File: config.mk
export PLATFORM = sky130hd
export DESIGN_NAME = pmem_arbiter_flat
export DESIGN_NICKNAME = d
export VERILOG_FILES = /design/src/rtl/pmem_arbiter_pkg.sv /design/src/rtl/pmem_arbiter_if.sv /design/src/rtl/pmem_arb_pick.sv /design/src/rtl/pmem_arbiter.sv /design/src/flat_wrapper.sv
export SDC_FILE = /design/constraint.sdc
export NUM_CORES = 1
export LEC_CHECK = 0
export ABC_CLOCK_PERIOD_IN_PS = 4600
export BUFFER_PORTS_ARGS = -buffer_cell sky130_fd_sc_hd__buf_2
export CAP_MARGIN = 20
export CORE_AREA = 10 10 314 316
export DETAILED_ROUTE_END_ITERATION = 10
export DIE_AREA = 0 0 324 326
export SLEW_MARGIN = 20
export SYNTH_ARGS = -nofsm -noshare
export SYNTH_HDL_FRONTEND = slang
export SYNTH_SLANG_ARGS = --single-unit
File: constraint.sdc
create_clock -name clk -period 4.6 [get_ports clk]
set_input_delay 0.69 -clock clk [delete_from_list [all_inputs] [get_ports clk]]
set_output_delay 0.69 -clock clk [all_outputs]
set_load 0.02 [all_outputs]
File: src/rtl/pmem_arbiter_pkg.sv
// rtl/pmem_arbiter_pkg.sv - shared LC-3b types for the physical-memory arbiter
package lc3b_types;

    typedef logic [15:0]  lc3b_word;
    typedef logic [127:0] lc3b_line;

    typedef enum logic [1:0] {
        IDLE,
        BUSY,
        DONE
    } pmem_arb_state_t;

    typedef enum logic {
        GRANT_I,
        GRANT_D
    } pmem_arb_grant_t;

endpackage

File: src/rtl/pmem_arbiter_if.sv
// rtl/pmem_arbiter_if.sv - line-sized pmem request/response bundle with requester/memory modports
interface pmem_arbiter_if;
    import lc3b_types::*;

    logic     read;
    logic     write;
    lc3b_word address;
    lc3b_line wdata;
    lc3b_line rdata;
    logic     resp;

    // Issues requests (cache controller, or the arbiter toward memory).
    modport master (
        output read, write, address, wdata,
        input  rdata, resp
    );

    // Serves requests (the arbiter toward a cache, or physical memory).
    modport slave (
        input  read, write, address, wdata,
        output rdata, resp
    );

endinterface

File: src/rtl/pmem_arb_pick.sv
// rtl/pmem_arb_pick.sv - winner selection between pending I-cache and D-cache requests
module pmem_arb_pick
    import lc3b_types::*;
(
    input  logic            pend_i_i,
    input  logic            pend_d_i,
    input  pmem_arb_grant_t last_i,
    output pmem_arb_grant_t winner_o
);

    // A lone requester wins; on a tie the one not granted last wins.
    always_comb begin
        winner_o = GRANT_D;
        if (pend_i_i && !pend_d_i) begin
            winner_o = GRANT_I;
        end else if (pend_i_i && pend_d_i) begin
            winner_o = (last_i == GRANT_D) ? GRANT_I : GRANT_D;
        end
    end

endmodule

File: src/rtl/pmem_arbiter.sv
// rtl/pmem_arbiter.sv - I/D cache arbiter for the shared pmem port (PMEM_ARB_ROUND_ROBIN_EN selects round-robin ties)
module pmem_arbiter
    import lc3b_types::*;
(
    input  logic          clk,
    input  logic          rst,
    pmem_arbiter_if.slave  icache_pmem,
    pmem_arbiter_if.slave  dcache_pmem,
    pmem_arbiter_if.master pmem
);

    pmem_arb_state_t state_q, state_d;
    pmem_arb_grant_t grant_q, grant_d;
    pmem_arb_grant_t winner;
    pmem_arb_grant_t last_grant;
    logic            read_q, read_d;
    logic            write_q, write_d;
    lc3b_word        address_q, address_d;
    lc3b_line        wdata_q, wdata_d;

    logic pend_i;
    logic pend_d;
    logic grant_now;

    assign pend_i    = icache_pmem.read | icache_pmem.write;
    assign pend_d    = dcache_pmem.read | dcache_pmem.write;
    assign grant_now = (state_q == IDLE) && (pend_i || pend_d);

`ifdef PMEM_ARB_ROUND_ROBIN_EN
    pmem_arb_grant_t last_q, last_d;

    assign last_d     = grant_now ? winner : last_q;
    assign last_grant = last_q;

    // Remember who won the most recent grant so the other side wins the next tie.
    always_ff @(posedge clk) begin
        if (rst) last_q <= GRANT_I;
        else     last_q <= last_d;
    end
`else
    // Pretending I-cache was granted last makes every tie go to the D-cache.
    assign last_grant = GRANT_I;
`endif

    pmem_arb_pick u_pick (
        .pend_i_i (pend_i),
        .pend_d_i (pend_d),
        .last_i   (last_grant),
        .winner_o (winner)
    );

    // Next state: latch the winner in IDLE, hold in BUSY until memory responds, one DONE turnaround.
    always_comb begin
        state_d   = state_q;
        grant_d   = grant_q;
        read_d    = read_q;
        write_d   = write_q;
        address_d = address_q;
        wdata_d   = wdata_q;
        case (state_q)
            IDLE: begin
                if (grant_now) begin
                    grant_d = winner;
                    state_d = BUSY;
                    if (winner == GRANT_D) begin
                        write_d   = dcache_pmem.write;
                        read_d    = dcache_pmem.read & ~dcache_pmem.write;
                        address_d = dcache_pmem.address;
                        wdata_d   = dcache_pmem.wdata;
                    end else begin
                        write_d   = icache_pmem.write;
                        read_d    = icache_pmem.read & ~icache_pmem.write;
                        address_d = icache_pmem.address;
                        wdata_d   = icache_pmem.wdata;
                    end
                end
            end
            BUSY: begin
                if (pmem.resp) begin
                    read_d  = 1'b0;
                    write_d = 1'b0;
                    state_d = DONE;
                end
            end
            DONE: begin
                state_d = IDLE;
            end
            default: begin
                state_d = IDLE;
                read_d  = 1'b0;
                write_d = 1'b0;
            end
        endcase
    end

    // State and registered memory-side outputs.
    always_ff @(posedge clk) begin
        if (rst) begin
            state_q   <= IDLE;
            grant_q   <= GRANT_I;
            read_q    <= 1'b0;
            write_q   <= 1'b0;
            address_q <= '0;
            wdata_q   <= '0;
        end else begin
            state_q   <= state_d;
            grant_q   <= grant_d;
            read_q    <= read_d;
            write_q   <= write_d;
            address_q <= address_d;
            wdata_q   <= wdata_d;
        end
    end

    assign pmem.read    = read_q;
    assign pmem.write   = write_q;
    assign pmem.address = address_q;
    assign pmem.wdata   = wdata_q;

    assign icache_pmem.rdata = pmem.rdata;
    assign dcache_pmem.rdata = pmem.rdata;
    assign icache_pmem.resp  = (state_q == BUSY) && pmem.resp && (grant_q == GRANT_I);
    assign dcache_pmem.resp  = (state_q == BUSY) && pmem.resp && (grant_q == GRANT_D);

endmodule
File: src/flat_wrapper.sv
// flat-port wrapper written by rule: the top's interface ports become plain ports
module pmem_arbiter_flat import lc3b_types::*;
  (clk, rst, icache_pmem_read, icache_pmem_write, icache_pmem_address, icache_pmem_wdata, icache_pmem_rdata, icache_pmem_resp, dcache_pmem_read, dcache_pmem_write, dcache_pmem_address, dcache_pmem_wdata, dcache_pmem_rdata, dcache_pmem_resp, pmem_read, pmem_write, pmem_address, pmem_wdata, pmem_rdata, pmem_resp);
  pmem_arbiter_if icache_pmem_i ();
  pmem_arbiter_if dcache_pmem_i ();
  pmem_arbiter_if pmem_i ();
  input  logic clk;
  input  logic rst;
  input wire logic [$bits(icache_pmem_i.read)-1:0] icache_pmem_read;
  input wire logic [$bits(icache_pmem_i.write)-1:0] icache_pmem_write;
  input wire logic [$bits(icache_pmem_i.address)-1:0] icache_pmem_address;
  input wire logic [$bits(icache_pmem_i.wdata)-1:0] icache_pmem_wdata;
  output wire logic [$bits(icache_pmem_i.rdata)-1:0] icache_pmem_rdata;
  output wire logic [$bits(icache_pmem_i.resp)-1:0] icache_pmem_resp;
  input wire logic [$bits(dcache_pmem_i.read)-1:0] dcache_pmem_read;
  input wire logic [$bits(dcache_pmem_i.write)-1:0] dcache_pmem_write;
  input wire logic [$bits(dcache_pmem_i.address)-1:0] dcache_pmem_address;
  input wire logic [$bits(dcache_pmem_i.wdata)-1:0] dcache_pmem_wdata;
  output wire logic [$bits(dcache_pmem_i.rdata)-1:0] dcache_pmem_rdata;
  output wire logic [$bits(dcache_pmem_i.resp)-1:0] dcache_pmem_resp;
  output wire logic [$bits(pmem_i.read)-1:0] pmem_read;
  output wire logic [$bits(pmem_i.write)-1:0] pmem_write;
  output wire logic [$bits(pmem_i.address)-1:0] pmem_address;
  output wire logic [$bits(pmem_i.wdata)-1:0] pmem_wdata;
  input wire logic [$bits(pmem_i.rdata)-1:0] pmem_rdata;
  input wire logic [$bits(pmem_i.resp)-1:0] pmem_resp;
  assign icache_pmem_i.read = icache_pmem_read;
  assign icache_pmem_i.write = icache_pmem_write;
  assign icache_pmem_i.address = icache_pmem_address;
  assign icache_pmem_i.wdata = icache_pmem_wdata;
  assign icache_pmem_rdata = icache_pmem_i.rdata;
  assign icache_pmem_resp = icache_pmem_i.resp;
  assign dcache_pmem_i.read = dcache_pmem_read;
  assign dcache_pmem_i.write = dcache_pmem_write;
  assign dcache_pmem_i.address = dcache_pmem_address;
  assign dcache_pmem_i.wdata = dcache_pmem_wdata;
  assign dcache_pmem_rdata = dcache_pmem_i.rdata;
  assign dcache_pmem_resp = dcache_pmem_i.resp;
  assign pmem_read = pmem_i.read;
  assign pmem_write = pmem_i.write;
  assign pmem_address = pmem_i.address;
  assign pmem_wdata = pmem_i.wdata;
  assign pmem_i.rdata = pmem_rdata;
  assign pmem_i.resp = pmem_resp;
  pmem_arbiter u_core (.clk(clk), .rst(rst), .icache_pmem(icache_pmem_i), .dcache_pmem(dcache_pmem_i), .pmem(pmem_i));
endmodule
======== Word-level counts from Yosys, hierarchy flattened ========
Cells that the tools add are included.
cells by class
  reductions and logical operators ........ 11
  equal/unequal tests ..................... 4
  bitwise gates (word level) .............. 8
  mux-type cells .......................... 13
operators with widths
  kind                                                                   count
  128-bit two-way mux                                                    1
  16-bit two-way mux                                                     1
  1-bit two-way mux                                                      6
  1-bit case mux with 3 select lines                                     2
  1-bit logical AND                                                      5
  2-bit two-way mux                                                      2
  1-bit inverter                                                         4
  2-bit case mux with 2 select lines                                     1
  2-bit AND reduction                                                    2
  3-bit AND reduction                                                    1
  1-bit AND                                                              2
  2-bit by 1-bit equality test with 1-bit output, second input constant  1
  2-bit equality test, second input constant                             1
  2-bit logical NOT                                                      1
  2-bit by 1-bit != test with 1-bit output, second input constant        1
  2-bit != test, second input constant                                   1
  1-bit bitwise OR                                                       2
  1-bit logical NOT                                                      1
  1-bit logical OR                                                       1
storage, ports and cells
  output and inout port bits .............. 404
  word-level logic and storage cells ...... 42
  register bits ........................... 149
  input port bits ......................... 423

======== Longest topological paths before layout ========
Gate-level depths: netlist of the first run.
  word-level depth ........................ 6
  gate-level depth with buffers ........... 6
  gate-level depth less buffers ........... 3

======== Cells and area by module ========
A second synthesis of the first run with hierarchy kept.
unflattened totals
  cell total of the unflattened synthesis .. 946
  area total of the unflattened synthesis .. 8,936.1 µm²
by module, submodules not included
  module         times used  seq. area each (µm²)  area an instance (µm²)  cells an instance
  pmem_arbiter   1           2,982.9               8,923.6                 944
  pmem_arb_pick  1           0.0                   12.5                    2

======== Worst setup path after synthesis of the first run ========
OpenSTA, ideal clock, no wires.
  path kind ............................... input to register
  start point ............................. input port icache_pmem_write
  end point ............................... register u_core.wdata_q[44], in the netlist u_core.pmem.wdata[44]
  arrival ................................. 2,002 ps
  stages .................................. 6
  slack ................................... 2,510 ps
  cells stage by stage .................... or4_1 and2_1 buf_2 buf_6 buf_6 a311oi_2
on the way
  cells in the longest elaborated chain, start to end .. 4
  elaborated cells on any way between the ends .. 6
RTL lines
  element                        line                 RTL
  start, declared                flat_wrapper.sv:10   input wire logic [$bits(icache_pmem_i.write)-1:0] icache_pmem_write;
  1-bit bitwise OR (*)           pmem_arbiter.sv:25   assign pend_i = icache_pmem.read | icache_pmem.write;
  1-bit logical OR               pmem_arbiter.sv:27   assign grant_now = (state_q == IDLE) && (pend_i || pend_d);
  1-bit logical AND              pmem_arbiter.sv:27
  2-bit AND reduction (no line)  -
  end signal, assigned           pmem_arbiter.sv:111  wdata_q <= wdata_d;
  end, declared                  pmem_arbiter.sv:19   lc3b_line wdata_q, wdata_d;
Mark *: on every way between the ends. The rest lies on a longest branch, timed or not.
A chain may end at the register's enable or synchronous reset.

======== Final worst setup path of the first run ========
  start point ............................. register u_core.state_q[1]
  end point ............................... register u_core.wdata_q[57], in the netlist u_core.pmem.wdata[57]
on the way
  cells in the longest elaborated chain, start to end .. 3
RTL lines
  element                            line                                    RTL
  start, declared                    pmem_arbiter.sv:12                      pmem_arb_state_t state_q, state_d;
  start signal, assigned             pmem_arbiter.sv:106                     state_q <= state_d;
  2-bit logical NOT (*)              pmem_arbiter.sv:27, pmem_arbiter.sv:60
  1-bit logical AND                  pmem_arbiter.sv:27
  2-bit AND reduction (no line) (*)  -
Marked as above.

==> results_dict.tcl, run 1 <==
set metrics [dict create \
    cts_tree "yes" \
    die_h_microns 326 \
    syn_area_per_cell_sq_um 8.17 \
    r2r_slack_ns 1.98 \
    status "finished clean" \
    use_met2 0.156 \
    hold_viol_final 0 \
    synth_top_area_share 0.322 \
    slew_violations 0 \
    synth_seq_cells 149 \
    synthCells 1135 \
    relSlewSlack 0.393 \
    die_w_microns 324 \
    grt_first_pass_wirelength_microns 75400 \
    syn_area_sq_um 9270 \
    rr_worst_depth 4 \
    start_kind "flop" \
    drc 0 \
    cts_resized 0 \
    synth_cell_type_count 26 \
    yosysWarningCount 0 \
    holdBufCountCts 0 \
    final_common_cell "buf_2" \
    end_kind "flop" \
    ir_worst_vdd_v 0.000286 \
    drt-initial-drc-count 677 \
    drive_gt1_frac 0.430 \
    grt_use_met3 0.0614 \
    setup.worst_path.class "flop to flop" \
    arrival_ns 2.97 \
    tightest_slew_ns 0.911 \
    worstSetupStartpoint "u_core.state_q[1]" \
    grt_max_degree 145 \
    yosysTopAreaCell "dfxtp_1" \
    grt_use_total 0.102 \
    antenna_found_initial 8 \
    syn_nets 1558 \
    mostFrequentLayoutCells "buf_2, dfxtp_1, a21oi_1" \
    hold_path.class "input pin to flop" \
    maxCapViolations 0 \
    cp_data_required_time_ns 4.94 \
    ant_nets 0 \
    die_area_sq_um 106000 \
    finalSetupViolCount 0 \
    core-area_sq_um 92500 \
    root_buffer "clkbuf_16" \
    portBuffers 442 \
    path_clk_slew_ns 0.08 \
    row_count 112 \
    initial_core_util 0.100 \
    synth_area_leaders "dfxtp_1, buf_4, a311oi_1" \
    min_period_ns 2.62 \
    hpwl_microns 45300 \
    clkLatencyLatePin_ns 0.51 \
    top_usage_layer "met2" \
    gp_congestion 0.808 \
    pwr_density_cell_nw_per_um2 361 \
    holdWs_ns 0.463 \
    endpoint "u_core.pmem.wdata[57]" \
    vias 9336 \
    grt_pass1_vias 9262 \
    min_from "icache_pmem_wdata[30]" \
    r2r-end "u_core.pmem.wdata[57]" \
    stdcell_count 2446 \
    rsz0062_at_grt "false" \
    htree_levels 4 \
    use_met1 0.115 \
    cts_buffers 17 \
    grt-ovfl-total 0 \
    area_growth_pct 21.9 \
    dp_cells 2407 \
    viasPerCell 3.82 \
    finalNetCount 1652 \
    clkSinkCount 149 \
    dr.pass1.iters 5 \
    drt-total-wl_microns 57000 \
    ys_seq_area_frac 0.322 \
    fin_crit_sh 0.570 \
    crit_fanout 50 \
    cts_setup_buffers 0 \
    ctsLongestPathBuffers 2 \
    ios 827 \
    p_leak_uw 0.00429 \
    clock_skew_ns 0.0201 \
    r2r-start "u_core.state_q[1]" \
    avgRoutedWirePerCell_microns 23.3 \
    fmax_mhz 381 \
    final.setup.tns_ns 0 \
]
## area by class of cell
| cell class | count | area (sq um) |
|---|---|---|
| inverter | 3 | 11.3 |
| sequential | 149 | 2980 |
| tap | 1197 | 1500 |
| fill | 10700 | 81200 |
| antenna | 8 | 20.0 |
| timing repair buffer | 457 | 2420 |
| clock buffer | 19 | 433 |
| multi-input combinational | 601 | 3860 |
| clock inverter | 12 | 81.3 |
## how the worst min path moves through the flow
stage / to / slack (ns) / cells after the start
floorplan: u_core.state_q[1] / 0.51 / 2
global placement: u_core.pmem.write / 0.45 / 1
detailed placement: u_core.pmem.write / 0.46 / 1
CTS: u_core.pmem.wdata[93] / 0.40 / 3
global route: u_core.pmem.wdata[24] / 0.43 / 3
finish: u_core.pmem.wdata[30] / 0.46 / 3
## per-layer routing
metal / up-vias / routed length, microns
li1: 4128 / -
met1: 4384 / 22100
met2: 734 / 25000
met3: 86 / 8200
met4: 4 / 1630
met5: - / 23
## report_power, final
part           switching (uW)  internal, uW  leakage, uW
Sequential               86.8          1450      0.00124
Clock                     691           683     0.000245
Combinational             778           390      0.00280
## critical path, cell delays in order, from the launching register on
cell	delay [ns]
dfxtp_1	0.36
nor2_4	0.49
and2_4	0.82
buf_4	0.58
a311oi_2	0.17
## sequential cells by signal, indices dropped and copies added (netlist names)
name	flops
u_core.pmem.address	16
u_core.pmem.write	1
u_core.pmem.read	1
u_core.state_q	2
u_core.pmem.wdata	128
u_core.grant_q	1
## stage by stage
stage | instance area, sq um | utilization | setup WS [ns] | total power (uW)
5_1_grt | 11300 | 0.122 | 1.76 | 4320
6_report | 11300 | 0.122 | 1.98 | 4080
2_1_floorplan | 9270 | - | 2.51 | 2530
4_1_cts | 11300 | 0.122 | 1.86 | 4190
3_5_place_dp | 10800 | 0.116 | 1.48 | 2760
3_3_place_gp | 10800 | 0.116 | 1.53 | 2750
## Yosys cell counts, drive strengths merged
library cell	instances
clkbuf	113
nor2	7
nor3b	1
or3	1
inv	3
dfxtp	149
nand2	1
o21a	1
or4	1
o2bb2ai	1
nand3	144
a21o	1
nand2b	1
and2	1
a21oi	148
a22o	1
o21ai	144
a311oi	144
nand3b	1
a211oi	1
or2	2
buf	269
## kinds of logic after synthesis
kind of cell,Yosys count,share of synthesized area
DFF,149,0.322
AOI/OAI and AO/OA,441,0.326
buffers and inverters,385,0.266
and+or+nand+nor,160,0.0868
(Power assumes the default switching activity.)
==> inputs of run 2 (changes only) <==
- ABC_AREA: not set -> 1
- ABC_CLOCK_PERIOD_IN_PS: 4600 -> 2530
- CORE_AREA: 10 10 314 316 -> 10 10 315 317
- DIE_AREA: 0 0 324 326 -> 0 0 325 327
- clock period: 4.6 -> 2.53 ns (I/O delays scaled with it)
==> run 2 against run 1 <==
  * Total power grew 87%
  * Critical endpoint is now dcache_pmem_resp
  * Worst hold slack got worse by 0.29 ns
  * Via count about the same
  * Critical path depth fell by 1
  * Clock skew fell by 0.0079 ns
  * Register-to-register slack got worse by 1.1 ns
  * Clock power rose by 91%
==> results_dict.tcl, run 2 <==
set metrics [dict create \
    status "finished clean" \
    drt-initial-drc-count 375 \
    syn_area_per_cell_sq_um 5.86 \
    p_leak_uw 0.00658 \
    multiInputGateArea_sq_um 3950 \
    synthCells 1668 \
    die_h_microns 327 \
    syn_area_sq_um 9780 \
    seqPwrFrac 0.363 \
    clock_skew_ns 0.0122 \
    synth_fa_ha_area_frac 0 \
    internal-power_uw 4810 \
    maxCapViolations 0 \
    p_comb_frac 0.294 \
    synth_top_family_by_area "simple AND/OR/NAND/NOR gates" \
    viasPerCell 3.03 \
    synth_top_area_share 0.305 \
    setup.worst_path.class "flop to output pin" \
    initial_core_util 0.105 \
    cts_buffers 17 \
    grt_first_pass_wirelength_microns 63300 \
    slew_violations 0 \
    clkSinkCount 149 \
    dp_cells 3051 \
    tightest_slew_ns 0.727 \
    p_sw_frac 0.368 \
    largest_reg_flops 128 \
    drive_gt1_frac 0.273 \
    synth_cell_type_count 17 \
    vias 9331 \
    fmax_mhz 562 \
    htree_levels 4 \
    hold_viol_final 0 \
    row_count 112 \
    clkLatencyLatePin_ns 0.50 \
    mostFrequentLayoutCells "nand2_1, buf_2, nor2_1" \
    synth_xor_area_frac 0 \
    dr.pass1.iters 4 \
    holdBufCountCts 0 \
    synthSimpleGateAreaFrac 0.397 \
    die_w_microns 325 \
    antenna_found_initial 9 \
    syn_nets 2091 \
    area_growth_pct 23.9 \
    hold_path.class "input pin to flop" \
    path_clk_slew_ns 0.08 \
    final_common_cell "nand2_1" \
    avgRoutedWirePerCell_microns 14.5 \
    yosys_most_used_dff "dfxtp_1" \
    cts_tree "yes" \
    grt_max_degree 145 \
    root_buffer "clkbuf_16" \
    relSlewSlack 0.515 \
    r2r-start "u_core.state_q[1]" \
    cts_resized 0 \
    place_ws_ns 0.510 \
    final_util 0.131 \
    crit_fanout 4 \
    final.setup.tns_ns 0 \
    ys_seq_area_frac 0.305 \
    cp_data_required_time_ns 2.15 \
    cts_setup_buffers 0 \
    synth.most_common_cell "nand2_1" \
    end_kind "output pin" \
    stdcell_count 3084 \
    fin_crit_sh 0.703 \
    min_period_ns 1.78 \
    ant_nets 0 \
    hpwl_microns 36600 \
    finalSetupViolCount 0 \
    drc 0 \
    finalNetCount 2239 \
    fin_ws_ns 0.751 \
    core-area_sq_um 92800 \
    worstSetupStartpoint "u_core.state_q[0]" \
    p_switching_uw 2800 \
    synth_area_leaders "dfxtp_1, nand2_1, buf_4" \
    arrival_ns 1.40 \
    grt_use_total 0.0824 \
    synth-async-reset-ratio 0 \
    die_area_sq_um 106000 \
    grt_pass1_vias 9105 \
    synthMuxAreaShare 0 \
    fillers 10900 \
    start_kind "flop" \
    grt-ovfl-total 0 \
    pwr_density_cell_nw_per_um2 629 \
    register_area_sq_um 2980 \
    synth_compound_area_frac 0.00358 \
    ios 827 \
    rsz0062_at_grt "false" \
    clockPowerShare 0.343 \
    yosysTopAreaCell "dfxtp_1" \
    synth_seq_cells 149 \
    ir_worst_vdd_v 0.000506 \
    ys_top_cells_by_count "nand2_1, nor2_1, buf_4" \
    portBuffers 442 \
    gp_congestion 0.828 \
    ctsLongestPathBuffers 2 \
    min_from "rst" \
    drt-total-wl_microns 44800 \
    yosysWarningCount 0 \
    synth_edf_count 0 \
    r2r_slack_ns 0.83 \
]
run 2: layout make-up:
cell class,count,area share
multi-input cells,1035,0.326
flip-flops and latches,149,0.246
repair buffers,462,0.204
well taps,1254,0.130
inverters,151,0.0472
clock buffers,21,0.0380
clock inverters,11,0.00837
diodes,1,0.000207
run 2: worst paths after layout:
kind | to | cells past startpoint
hold reg to reg | u_core.grant_q | 2
hold / removal | u_core.pmem.write | 2
setup / recovery | dcache_pmem_resp | 3
setup reg to reg | u_core.pmem.wdata[123] | 6
run 2: metrics by stage:
stage / area, sq um / hold slack [ns] / total power [uW]
5_1_grt: 12100 / 0.122 / 8230
6_report: 12100 / 0.170 / 7610
3_3_place_gp: 11500 / 0.466 / 5090
4_1_cts: 12100 / 0.0832 / 7890
3_5_place_dp: 11500 / 0.471 / 5120
2_1_floorplan: 9780 / 0.447 / 4720
run 2: worst max-delay path, cell delays in order, from the launching register on:
cell	delay [ns]
dfxtp_1	0.38
nand3_1	0.13
nor2_1	0.12
buf_2	0.26
run 2: cell families (layout without fill, tap and decap cells):
logic type | Yosys count | in the layout
compound gates | 7 | 7
other cells | 0 | 1
simple gates | 1028 | 1028
flops | 149 | 149
buf+inv | 484 | 645
run 2: power by group through the flow:
stage / registers (uW) / logic, uW / clock network [uW]
2_1_floorplan: 3160 / 1560 / 0
3_3_place_gp: 2810 / 2290 / 0
3_5_place_dp: 2820 / 2300 / 0
4_1_cts: 2770 / 2310 / 2810
5_1_grt: 2800 / 2550 / 2880
6_report: 2760 / 2240 / 2610
run 2: routing by layer:
metal | wire (microns) | GRT usage
met5 | 16 | 0.00362
met2 | 17900 | 0.116
met3 | 6130 | 0.0549
met1 | 18600 | 0.0926
met4 | 2090 | 0.0448
==> inputs of run 3 (changes only) <==
- ABC_CLOCK_PERIOD_IN_PS: 2530 -> 1450
- CORE_AREA: 10 10 315 317 -> 10 10 318 320
- DIE_AREA: 0 0 325 327 -> 0 0 328 330
- clock period: 2.53 -> 1.45 ns (I/O delays scaled with it)
==> run 3 against run 2 <==
  * The flow now finishes with violations (setup timing)
  * Combinational power rose to 2.5 times the previous value
  * Clock-buffer cell count fell by 1
  * Sequential share of layout area fell by 5.8 points
  * Clock power rose by 79%
  * Non-clock buffer count rose by 270
  * Sequential power rose by 75%
  * Global-route usage rose by 0.077 points
  * Via count rose by 14%
  * Worst hold slack got worse by 0.15 ns
  * Final cell count rose by 9.1%
  * Flip-flop and latch count did not move
  * Highest routed layer unchanged
==> results_dict.tcl, run 3 (same netlist as run 2, synthesis figures left out) <==
set metrics [dict create \
    vias 10700 \
    die_h_microns 330 \
    grt_max_degree 71 \
    ant_nets 0 \
    drt-total-wl_microns 52200 \
    slowest_stage "dlygate4sd3_1" \
    ctsLongestPathBuffers 2 \
    viasPerCell 3.17 \
    portBuffers 442 \
    cts_buffers 17 \
    p_switching_uw 5620 \
    pwr_density_cell_nw_per_um2 956 \
    setup.worst_path.class "input pin to flop" \
    finalSetupViolCount 8 \
    hold_depth 5 \
    drive_gt1_frac 0.359 \
    htree_levels 4 \
    fillers 10700 \
    start_kind "input pin" \
    arrival_ns 1.91 \
    r2r-start "u_core.state_q[0]" \
    core-area_sq_um 94600 \
    internal-power_uw 9520 \
    hold_viol_final 0 \
    min_period_ns 1.49 \
    clkLatencyLatePin_ns 0.49 \
    tightest_slew_ns 0.507 \
    dr.pass1.iters 5 \
    root_buffer "clkbuf_16" \
    largest_reg_flops 128 \
    hold_end "u_core.pmem.wdata[81]" \
    die_area_sq_um 108000 \
    drc 0 \
    p_sw_frac 0.371 \
    end_kind "flop" \
    path_buf_inv 6 \
    grt-ovfl-total 0 \
    area_growth_pct 61.9 \
    die_w_microns 328 \
    cp_slowest_stage_delay_ns 0.54 \
    p_comb_frac 0.372 \
    violations "setup timing" \
    p_leak_uw 0.00816 \
    final_util 0.167 \
    grt_use_total 0.0832 \
    hpwl_microns 37400 \
    clkSinkCount 149 \
    row_count 113 \
    drt-initial-drc-count 404 \
    num_antenna_cells 0 \
    gp_congestion 0.812 \
    crit_chain "buf_2, buf_4, inv_4, nand2_4, nor2_4, buf_4, clkbuf_16, nand2_1, nand2_1, dlygate4sd3_1, nor2_1, nor2_1" \
    ios 827 \
    final_common_cell "nand2_1" \
    rr_worst_depth 7 \
    finalNetCount 2510 \
    crit_fanout 7 \
    maxCapViolations 0 \
    relSlewSlack 0.661 \
    hold_path.class "input pin to flop" \
    mostFrequentLayoutCells "nand2_1, buf_2, nor2_1" \
    grt_pass1_vias 10400 \
    r2r_slack_ns 0.03 \
    fmax_mhz 672 \
    grt_first_pass_wirelength_microns 66200 \
    multiInputGateArea_sq_um 4500 \
    cts_tree "yes" \
    fin_crit_sh 1.03 \
    r2r-end "u_core.pmem.wdata[1]" \
    clock_skew_ns 0.0149 \
    initial_core_util 0.103 \
    register_area_sq_um 2990 \
    status "finished with violations" \
    rsz0062_at_grt "true" \
    cp_data_required_time_ns 1.88 \
    path_clk_slew_ns 0.08 \
    min_from "dcache_pmem_wdata[81]" \
    avgRoutedWirePerCell_microns 15.5 \
    critical-path-top-delay-family "buffers and inverters" \
    final.setup.tns_ns -0.122 \
    ir_worst_vdd_v 0.000887 \
    antenna_found_initial 3 \
    seqPwrFrac 0.319 \
    clockPowerShare 0.309 \
    fin_ws_ns -0.0376 \
    slew_violations 0 \
]
==> run 3: cell types whose count changed in the layout (fill, tap and decap cells not counted), moves of 8 or more <==
cell           change
buf_12            +10
buf_4             +52
buf_6             +23
buf_8              +8
clkbuf_16         +19
dlygate4sd3_1    +158
nand2_1           -63
nand2_2           +58
nor2_1            -75
nor2_2            +46
nor2_4            +29
==> run 3: cell type report <==
type	count	share of cell area
timing repair buffer	732	0.355
tap	1265	0.100
clock buffer	20	0.0289
sequential	149	0.189
clock inverter	12	0.00759
inverter	151	0.0363
multi-input combinational	1036	0.284
==> run 3: how the worst max path moves through the flow <==
stage                                  from                     to  slack, ns  cells after the start
after floorplan           dcache_pmem_write  u_core.pmem.wdata[31]       0.33                      8
after global placement    dcache_pmem_write  u_core.pmem.wdata[97]      -0.11                     11
after detailed placement  dcache_pmem_write  u_core.pmem.wdata[97]      -0.12                     11
after CTS                 u_core.state_q[0]       icache_pmem_resp      -0.11                      4
after global routing         u_core.grant_q       dcache_pmem_resp      -0.13                      3
final                     dcache_pmem_write  u_core.pmem.wdata[49]      -0.04                     12
==> run 3: metal layers <==
| layer | global-route usage | routed length, microns | vias up |
|---|---|---|---|
| met4 | 0.0464 | 2430 | 4 |
| met1 | 0.0956 | 22300 | 4520 |
| met3 | 0.0436 | 5070 | 142 |
| li1 | - | - | 5410 |
| met2 | 0.122 | 22400 | 585 |
| met5 | 0.00532 | 64 | - |
==> run 3: what timing repair did <==
item | 4_1_cts | 5_1_grt
hold buffers | 182 | 0
resized for setup | 18 | 216
gates cloned | 0 | 24
buffers inserted | 1 | 31
endpoints found under the setup margin | 9 | 77
hold endpoints to repair | 116 | 0
pin swaps | 3 | 95
==> run 3: worst min-delay path: cells and delay by family <==
kind | cells | cell delay (ns)
buffers and inverters | 1 | 0.08
AND/OR/NAND/NOR | 4 | 0.18
==> run 3: power by group through the flow <==
stage / sequential (uW) / clock (uW) / combinational, uW
after floorplan: 5510 / 0 / 2730
after global placement: 4900 / 0 / 4280
after detailed placement: 4920 / 0 / 4300
after CTS: 4830 / 5010 / 4770
after global routing: 4890 / 5100 / 6200
final: 4830 / 4680 / 5620
==> run 3: per-stage QoR <==
stage	cell area (sq um)	instances	power (uW)	hold WS [ns]	setup WS, ns
final	15800	3365	15100	0.0240	-0.0376
after global routing	15800	3365	16200	0.0295	-0.128
after global placement	12100	3116	9180	0.435	-0.112
after floorplan	9780	1668	8230	0.287	0.332
after detailed placement	12100	3116	9220	0.435	-0.120
after CTS	14600	3331	14600	0.000444	-0.112
